--- config.mk ---
export PLATFORM = sky130hd
export DESIGN_NAME = seg7_reader
export DESIGN_NICKNAME = d
export VERILOG_FILES = /design/src/rtl/seg7_reader.sv
export SDC_FILE = /design/constraint.sdc
export NUM_CORES = 1
export LEC_CHECK = 0
export CORE_ASPECT_RATIO = 1.25
export CORE_UTILIZATION = 30
export CTS_CLUSTER_DIAMETER = 40
export DETAILED_ROUTE_END_ITERATION = 10
export GPL_TIMING_DRIVEN = 0
export PLACE_DENSITY = 0.47
export SYNTH_ARGS = -nofsm -noshare
export SYNTH_HDL_FRONTEND = slang
export SYNTH_SLANG_ARGS = --single-unit
--- constraint.sdc ---
create_clock -name clk -period 2.6 [get_ports clk]
set_input_delay 0.65 -clock clk [delete_from_list [all_inputs] [get_ports clk]]
set_output_delay 0.65 -clock clk [all_outputs]
set_load 0.01 [all_outputs]
--- src/rtl/seg7_reader.sv ---
// Purpose    : loopback monitor for a 7-segment counter display; debounces seg_in,
//              decodes accepted patterns to hex digits and rebuilds an 8-bit count.
// Latency    : outputs update STABLE_CYCLES+1 edges after a new value first reaches seg_in.
// Backpressure: none; the block samples seg_in every cycle and never stalls.
// Ports:
//   clk, rst_n     clock, synchronous active-low reset
//   seg_in[6:0]    segment lines, active-high, bit0=a .. bit6=g
//   digit_out[3:0] last accepted valid digit
//   digit_valid    a valid digit has been accepted since reset
//   step_pulse     one cycle: accepted digit == previous + 1 (mod 16)
//   count_out[7:0] reconstructed running count
//   invalid_pulse  one cycle: accepted pattern is not a hex glyph
//   skip_err       sticky: digit changed by something other than +1
//   invalid_err    sticky: an illegal pattern was accepted
module seg7_reader #(
    parameter int STABLE_CYCLES = 4
) (
    input  logic       clk,
    input  logic       rst_n,
    input  logic [6:0] seg_in,
    output logic [3:0] digit_out,
    output logic       digit_valid,
    output logic       step_pulse,
    output logic [7:0] count_out,
    output logic       invalid_pulse,
    output logic       skip_err,
    output logic       invalid_err
);

    localparam logic [3:0] LP_STABLE = 4'(STABLE_CYCLES);

    typedef enum logic {
        ST_IDLE  = 1'b0,
        ST_TRACK = 1'b1
    } state_t;

    // Returns {legal, digit}.
    function automatic logic [4:0] f_decode(input logic [6:0] pat);
        logic [4:0] res;
        case (pat)
            7'h3F:   res = {1'b1, 4'h0};
            7'h06:   res = {1'b1, 4'h1};
            7'h5B:   res = {1'b1, 4'h2};
            7'h4F:   res = {1'b1, 4'h3};
            7'h66:   res = {1'b1, 4'h4};
            7'h6D:   res = {1'b1, 4'h5};
            7'h7D:   res = {1'b1, 4'h6};
            7'h07:   res = {1'b1, 4'h7};
            7'h7F:   res = {1'b1, 4'h8};
            7'h6F:   res = {1'b1, 4'h9};
            7'h77:   res = {1'b1, 4'hA};
            7'h7C:   res = {1'b1, 4'hB};
            7'h39:   res = {1'b1, 4'hC};
            7'h5E:   res = {1'b1, 4'hD};
            7'h79:   res = {1'b1, 4'hE};
            7'h71:   res = {1'b1, 4'hF};
            default: res = {1'b0, 4'h0};
        endcase
        return res;
    endfunction

    // ---------------- input stage / stability filter ----------------
    logic [6:0] r_s;
    logic [3:0] r_run;
    logic       r_acc;

    logic       w_restart;
    logic [3:0] w_run_next;
    logic       w_acc_evt;

    // r_run==0 only right after reset: the first post-reset capture always
    // opens a fresh run, so the reset value of r_s never counts.
    assign w_restart  = (r_run == 4'd0) || (seg_in != r_s);
    // Saturate at the threshold so the accept cannot re-fire while held.
    assign w_run_next = w_restart ? 4'd1 :
                        (r_run < LP_STABLE) ? r_run + 4'd1 : r_run;
    assign w_acc_evt  = (w_run_next == LP_STABLE) && (w_restart || (r_run != LP_STABLE));

    always_ff @(posedge clk) begin
        if (!rst_n) begin
            r_s   <= 7'h00;
            r_run <= 4'd0;
            r_acc <= 1'b0;
        end else begin
            r_s   <= seg_in;
            r_run <= w_run_next;
            r_acc <= w_acc_evt;
        end
    end

    // r_acc is high the cycle after the accept edge; r_s still holds the
    // accepted pattern then, since it was stable (or just captured) at that edge.
    logic [4:0] w_dec;
    logic       w_dec_ok;
    logic [3:0] w_dec_d;
    assign w_dec    = f_decode(r_s);
    assign w_dec_ok = w_dec[4];
    assign w_dec_d  = w_dec[3:0];

    // ---------------- tracking FSM ----------------
    state_t     r_state, w_state_nxt;
    logic [3:0] r_digit, w_digit_nxt;
    logic [7:0] r_count, w_count_nxt;
    logic       r_step, w_step_nxt;
    logic       r_inv, w_inv_nxt;
    logic       r_skip, w_skip_nxt;
    logic       r_inv_err, w_inv_err_nxt;

    always_ff @(posedge clk) begin
        if (!rst_n) begin
            r_state   <= ST_IDLE;
            r_digit   <= 4'h0;
            r_count   <= 8'h00;
            r_step    <= 1'b0;
            r_inv     <= 1'b0;
            r_skip    <= 1'b0;
            r_inv_err <= 1'b0;
        end else begin
            r_state   <= w_state_nxt;
            r_digit   <= w_digit_nxt;
            r_count   <= w_count_nxt;
            r_step    <= w_step_nxt;
            r_inv     <= w_inv_nxt;
            r_skip    <= w_skip_nxt;
            r_inv_err <= w_inv_err_nxt;
        end
    end

    always_comb begin
        w_state_nxt   = r_state;
        w_digit_nxt   = r_digit;
        w_count_nxt   = r_count;
        w_step_nxt    = 1'b0;
        w_inv_nxt     = 1'b0;
        w_skip_nxt    = r_skip;
        w_inv_err_nxt = r_inv_err;
        if (r_acc) begin
            if (!w_dec_ok) begin
                // Illegal glyph: flag only, tracked digit and count untouched.
                w_inv_nxt     = 1'b1;
                w_inv_err_nxt = 1'b1;
            end else begin
                case (r_state)
                    ST_IDLE: begin
                        w_digit_nxt = w_dec_d;
                        w_count_nxt = {4'h0, w_dec_d};
                        w_state_nxt = ST_TRACK;
                    end
                    ST_TRACK: begin
                        if (w_dec_d == r_digit) begin
                            // Same digit re-accepted after a glitch: nothing to do.
                            w_digit_nxt = r_digit;
                        end else if (w_dec_d == (r_digit + 4'd1)) begin
                            w_step_nxt  = 1'b1;
                            w_count_nxt = r_count + 8'd1;
                            w_digit_nxt = w_dec_d;
                        end else begin
                            w_skip_nxt  = 1'b1;
                            w_count_nxt = {r_count[7:4], w_dec_d};
                            w_digit_nxt = w_dec_d;
                        end
                    end
                    default: w_state_nxt = ST_IDLE;
                endcase
            end
        end
    end

    assign digit_out     = r_digit;
    assign digit_valid   = (r_state == ST_TRACK);
    assign step_pulse    = r_step;
    assign count_out     = r_count;
    assign invalid_pulse = r_inv;
    assign skip_err      = r_skip;
    assign invalid_err   = r_inv_err;

endmodule

Yosys cells after proc, flatten, opt, wreduce, memory -nomap -nowiden --
Index checks and enable logic that the tools add are counted.
Cells by class: add/subtract/negate cells 3, $lt $le $gt $ge 1, eq/ne operators 23, muxes and demuxes 10, bitwise operators 6, reductions and logical operators 11
Operators by type and width (number):
- $eq A7 B7 Y1 const B | 12
- $pmux W5 S16 | 1
- $mux W8 | 2
- $pmux W8 S2 | 1
- $eq A7 B3 Y1 const B | 2
- $eq A7 B6 Y1 const B | 2
- $mux W4 | 3
- $add A4 B1 Y4 const B | 2
- $add A8 B1 Y8 const B | 1
- $eq A4 B4 Y1 | 2
- $pmux W4 S2 | 1
- $ne A7 B7 Y1 | 1
- $not A1 Y1 | 6
- $reduce_and A2 Y1 | 3
- $reduce_and A5 Y1 | 1
- $reduce_or A5 Y1 | 1
- $eq A4 B3 Y1 const B | 1
- $logic_not A4 Y1 | 1
- $lt A4 B3 Y1 const B | 1
- $ne A4 B3 Y1 const B | 1
- $reduce_and A4 Y1 | 1
- $reduce_and A3 Y1 | 1
- $logic_or A1 B1 Y1 | 2
- $mux W1 | 2
- other kinds (3) | 3
Word-level totals: register bits after elaboration 29, bits of input ports 9, output and inout port bits 17, logic and storage cells 65

Logic depth before layout (Yosys ltp) --
Gate-level depths: netlist of run 1.
depth after elaboration 6, gate-level depth with buffers 11, depth with buffers taken out 8

Least setup slack after synthesis of run 1 --
No wires, ideal clock.
path type register to register, start register r_s[0], end register r_count[7], in the netlist count_out[7], arrival time 2.426 ns, data required time 2.526 ns, setup slack 0.099 ns, stages on the path, launching flop included 11, clock period less this slack 2.501 ns, cells stage by stage dfxtp_1 buf_6 or3b_2 a21oi_1 o21ai_0 or3b_1 clkbuf_1 xnor2_1 nand3_2 or4_1 a31oi_1
Between the ends: cells in the longest elaborated chain, start to end 5, elaborated cells between the ends (all ways) 22
RTL lines:
- start, declared | RTL line 63 | logic [6:0] r_s;
- start signal, assigned | RTL line 85 | r_s <= seg_in;
- $eq A7 B7 Y1, or another cell as far along | RTL line 40 | case (pat)
- $pmux W5 S16 (*) | RTL line 40
- $eq A4 B4 Y1 (on tied branches) | RTL line 153, 150
- $ne A2 B1 Y1 (no line) / $ne A2 B2 Y1 (equally long branches)
- $reduce_and A4 Y1 (no line) (*)
- end signal, assigned | RTL line 121 | r_count <= w_count_nxt;
- end, declared | RTL line 103 | logic [7:0] r_count, w_count_nxt;
Mark *: on every way between the ends. The rest lies on a longest branch, timed or not. A chain may end at the register's enable or synchronous reset.

Worst setup path in the final report of run 1 --
start register r_s[3], end register r_count[0], in the netlist count_out[0]
Between the ends: cells in the longest elaborated chain, start to end 6, elaborated cells between the ends (all ways) 24
RTL lines:
- $eq A7 B7 Y1, or another cell as far along | RTL line 40
- $pmux W5 S16 (*) | RTL line 40
- $eq A4 B4 Y1 | RTL line 153 | end else if (w_dec_d == (r_digit + 4'd1)) begin
- $mux W8 | RTL line 153
- $mux W8 | RTL line 150 | if (w_dec_d == r_digit) begin
- $pmux W8 S2 | RTL line 143 | case (r_state)
Mark *: on every way between the ends. The rest lies on a longest branch, timed or not. The select of a mux whose other input is x is not followed.

==> results.txt, run 1 <==
die height - 87.2 µm
total global routing overflow - 0
# DRC - 0
DR WL/cell - 14.3 µm
area of the multi-input gates - 1180 µm²
post-synth cell types - 50
CTS max path bufs - 2
final max-slew violation count - 0
DR vias/cell - 5.15
Leak - 0.829 nW
DRT iter0 DRCs - 57
synthesized flop and latch total - 29
most frequent cell after synthesis - dfxtp_1
slowest cell on the critical path - or3b_2
Hold/Removal Path Class - flip-flop to flip-flop
post-layout util - 0.432
Max Freq - 402 MHz
total negative slack - 0 ps
Ys Warns - 0
clk_lat worst skew - 280 ps
Die ar. - 6120 µm²
fraction of registers with async set/reset - 0
CP startpoint - r_s[3]$_SDFF_PN0_
port bufs - 25
PnR worst setup slack - 112 ps
Commonest cells post-synth - 29 x dfxtp_1, 18 x nor2_1, 16 x nand2_1
crit path cell chain - or3b_2, a21oi_2, o21ai_0, or3b_4, xnor2_4, buf_4, nand4_4, or3_1, a31oi_1
clock root buffer - clkbuf_8
FF-to-FF Start - r_s[3]$_SDFF_PN0_
CP required - 2810 ps
share of cells above drive strength 1 - 0.208
Layout Cells excl Fill - 314
pin count of the biggest net entering global routing - 11
chip width - 70.2 µm
clk slew on worst S/H paths - 70 ps
sequential cell area fraction in the yosys report - 0.333
IO Count - 26
Pwr Density - 393 nW/µm²
ys flop type - dfxtp_1
Setup CP Type - flip-flop to flip-flop
nets@finish - 262
Final Skew - 2.45 ps
Storage cell area - 587 µm²
# setup viols final - 0
Critical Path AT - 2700 ps
Area Overhead vs Synth - 36.7%
post-route cell area - 2380 µm²
vias in the first global route - 1512
kind of end point of the critical path - flip-flop
WL final - 4480 µm
Power, Total - 0.935 mW
worst slew pin tran - 593 ps
CP peak stage delay - 470 ps
# hold bufs at CTS - 0
Placed Area - 2070 µm²
number of core rows - 30
top post-synthesis cells by area - dfxtp_1 33%, xnor2_1 6.5%, nor2_1 3.9%
first-pass GRT wire length - 7390 µm
outcome - complete, no violations
Critical Path Fanout Max - 7
CP top delay family - simple AND/OR/NAND/NOR gates
EDFF count, synth - 0
Post-Syn Nets - 220
fillcell total - 562
maximum vdd drop - 215 µV
Worst Hold Launch - invalid_err$_SDFFE_PN0P_
Place WS - -555 ps
DRT Pass-1 Iters - 5
core area - 5520 µm²
CTS tree - done
Final Hold Viols - 0
Tmin final - 2490 ps
Buf/Inv on CP - 1
Hold WS - 454 ps
diode count - 0
Max-Cap Viols - 0
Slew headroom - 0.605
post-route ant nets - 0
number of H-tree levels - 2
initial antenna violation count - 0
Sink Count - 29
Synth Cell Area - 1740 µm²
Num CTS Buffers - 5
Mean Syn Cell Area - 8.42 µm²
area leader, netlist - dfxtp_1
GP Congestion - 0.814
Synth top area share - 0.333
Initial Util - 0.316
routed vias - 1616
placed insts - 296
Synth Instances - 207
period utilization - 0.957
post-DP HPWL - 3170 µm
gr usage total - 0.155
critical path launch point type - flip-flop
worst paths after layout:
path	end	slack (ps)	cells past startpoint
max	count_out[0]$_SDFFE_PN0P_	110	9
min	invalid_err$_SDFFE_PN0P_	450	1
max reg2reg	count_out[0]$_SDFFE_PN0P_	110	9
min reg2reg	invalid_err$_SDFFE_PN0P_	450	1
cell usage in the layout (no fill, tap or decap), types with 3 or more instances in the layout:
cell / synthesis / layout
ha_1: 4 / 4
o211ai_1: 5 / 5
o21ai_0: 7 / 7
inv_1: 7 / 7
a31oi_1: 7 / 7
clkdlybuf4s50_1: 0 / 25
nand3_1: 12 / 11
buf_4: 1 / 16
clkbuf_8: 0 / 5
and2_1: 8 / 8
nor2_1: 18 / 18
or3b_4: 0 / 3
xnor2_1: 13 / 12
a21oi_1: 11 / 10
nor3_1: 4 / 3
dfxtp_1: 29 / 26
or4_1: 3 / 3
nand2_1: 16 / 15
nand3b_1: 5 / 5
mux2i_1: 4 / 4
clkbuf_1: 4 / 3
worst register-to-register path, cell delays in order (launching register included):
cell	delay, ps
dfxtp_1	400
or3b_2	470
a21oi_2	140
o21ai_0	100
or3b_4	310
xnor2_4	140
buf_4	150
nand4_4	170
or3_1	370
a31oi_1	150
where the power goes:
part	switching [mW]	total [mW]	internal (mW)
clock	0.193	0.377	0.185
combinational	0.0471	0.0985	0.0514
sequential	0.00880	0.460	0.451
total	0.249	0.935	0.687
final cells by class:
type | instances | share of cell area
Tap cell | 64 | 0.0336
Inverter | 7 | 0.0110
Clock inverter | 3 | 0.00735
Timing Repair Buffer | 38 | 0.146
Sequential cell | 29 | 0.246
Buffer | 10 | 0.0310
Clock buffer | 5 | 0.0289
Multi-Input combinational cell | 158 | 0.496
cells by family (layout without fill, tap and decap cells):
family | Yosys count | in the layout | share of synthesized area
adders and majority gates | 4 | 4 | 0.0287
muxes | 5 | 5 | 0.0294
xor gates and xnor gates | 17 | 17 | 0.101
DFF | 29 | 29 | 0.333
and+or+nand+nor | 89 | 89 | 0.289
buffers and inverters | 20 | 63 | 0.0574
AOI/OAI and AO/OA | 43 | 43 | 0.162
what timing repair did:
action / CTS / global route
gates resized for setup: 20 / 13
setup endpoints to repair: 15 / 12
setup buffers: 8 / 5
pin swaps: 10 / 12
layer usage:
layer	part of all wire	global-route usage	vias up
met5	0	0	-
met4	0.023	0.0727	0
met3	0.033	0.0347	9
met2	0.50	0.272	39
met1	0.44	0.178	743
li1	-	-	825
flip-flops by register name (all words and copies together) (netlist names):
signal / cells
digit_valid: 1
skip_err: 1
r_s: 7
step_pulse: 1
r_acc: 1
invalid_pulse: 1
count_out: 8
invalid_err: 1
digit_out: 4
r_run: 4
(Power assumes the default switching activity.)
==> run 2: changes to the inputs <==
Settings changed: DONT_BUFFER_PORTS from default to 1, PLACE_DENSITY 0.47 to 0.41.
==> results.txt, run 2 (synthesized netlist as in run 1, its figures left out) <==
# hold bufs at CTS - 0
core area - 5520 µm²
Leak - 0.780 nW
Die ar. - 6120 µm²
vias in the first global route - 1609
max reg flops - 8
port bufs - 0
Sink Count - 29
Max Freq - 399 MHz
number of core rows - 30
CP startpoint - r_s[5]$_SDFF_PN0_
Area Overhead vs Synth - 26.8%
Num CTS Buffers - 5
nets@finish - 240
Hold/Removal Path Class - input port to flip-flop
CTS max path bufs - 2
# setup viols final - 0
RSZ-0062 raised after global routing - true
clk slew on worst S/H paths - 70 ps
final max-slew violation count - 0
share of cells above drive strength 1 - 0.241
Worst Hold End - r_s[1]$_SDFF_PN0_
die height - 87.2 µm
Final Hold Viols - 0
most frequent cells in the layout - 25 x dfxtp_1, 18 x nor2_1, 16 x buf_4
kind of end point of the critical path - flip-flop
diode count - 0
CP required - 2810 ps
Pwr Density - 472 nW/µm²
Tmin final - 2500 ps
WHS Path Cells - 1
Place WS - -485 ps
post-route ant nets - 0
placed insts - 271
reg2reg end - count_out[7]$_SDFFE_PN0P_
Critical Path AT - 2710 ps
Final Skew - 1.69 ps
pin count of the biggest net entering global routing - 11
commonest non-fill, non-tap cell in the layout - dfxtp_1
R2R Setup Slk - 100 ps
worst slew pin tran - 740 ps
PnR worst setup slack - 95.1 ps
DRT Pass-1 Iters - 4
post-DP HPWL - 3330 µm
CTS tree - done
Slew headroom - 0.494
Critical Path Fanout Max - 10
critical path launch point type - flip-flop
Layout Cells excl Fill - 292
Setup CP Type - flip-flop to flip-flop
gr usage total - 0.158
Initial Util - 0.316
Placed Area - 1820 µm²
clk_lat worst skew - 280 ps
number of H-tree levels - 2
IO Count - 26
post-route cell area - 2210 µm²
Max-Cap Viols - 0
chip width - 70.2 µm
maximum vdd drop - 366 µV
routed vias - 1582
Worst R2R Path Depth - 9
initial antenna violation count - 0
DR WL/cell - 16.0 µm
period utilization - 0.963
DR vias/cell - 5.42
Worst Hold Launch - seg_in[1]
clock root buffer - clkbuf_8
total global routing overflow - 0
DRT iter0 DRCs - 87
GP Congestion - 0.818
# DRC - 0
outcome - complete, no violations
first-pass GRT wire length - 7510 µm
FF-to-FF Start - r_s[5]$_SDFF_PN0_
WL final - 4680 µm
Power, Total - 1.04 mW
## run 2: final cells by class
class                      count  area, µm²
inverter                       7       26.3
fill                         562       3310
buffer                        10       73.8
tap                           64       80.1
sequential                    29        591
multi-input combinational    158       1190
timing repair buffer          16        135
clock inverter                 1       30.0
clock buffer                   7       86.3
## run 2: through the flow
step	hold slack [ps]	utilization	setup TNS [ps]
2_1_floorplan	435	-	0
3_3_place_gp	460	0.330	-3870
3_5_place_dp	469	0.330	-4260
4_1_cts	473	0.376	-4.18
5_1_grt	480	0.401	-127
6_report	488	0.401	0
## run 2: worst max path at each step
stage / cells past startpoint / end / slack (ps)
2_1_floorplan: 10 / count_out[7]$_SDFFE_PN0P_ / 100
3_3_place_gp: 9 / digit_out[0]$_SDFFE_PN0P_ / -460
3_5_place_dp: 9 / digit_out[1]$_SDFFE_PN0P_ / -480
4_1_cts: 10 / count_out[0]$_SDFFE_PN0P_ / -4
5_1_grt: 9 / count_out[0]$_SDFFE_PN0P_ / -60
6_report: 9 / count_out[7]$_SDFFE_PN0P_ / 100
## run 2: timing repair
| action | 4_1_cts | 5_1_grt |
|---|---|---|
| endpoints found under the hold margin | 0 | 0 |
| endpoints found under the setup margin | 14 | 10 |
| cloned | 0 | 1 |
| resized for setup | 23 | 15 |
| setup buffers | 5 | 10 |
| pin swaps | 10 | 15 |
## run 2: report_power, final
| group | switching [mW] | total [mW] | internal (mW) | leakage (nW) |
|---|---|---|---|---|
| registers | 0.00945 | 0.460 | 0.451 | 0.238 |
| clock network | 0.179 | 0.491 | 0.312 | 0.0585 |
| logic | 0.0448 | 0.0934 | 0.0485 | 0.484 |
## run 2: per-layer routing
layer / global-route usage / vias to the layer above / wire (µm)
li1: - / 781 / -
met3: 0.0440 / 11 / 255
met1: 0.170 / 753 / 1950
met4: 0.0873 / 0 / 108
met5: 0 / - / 0
met2: 0.278 / 37 / 2370
## run 2: critical path: stages (launching register included)
cell and delay, ps:
dfxtp_1 350, buf_6 160, or3b_4 400, a21o_1 200, o211ai_1 150, xor2_1 240, and2_4 230, nand3_4 100
or4_1 480, a31oi_1 120
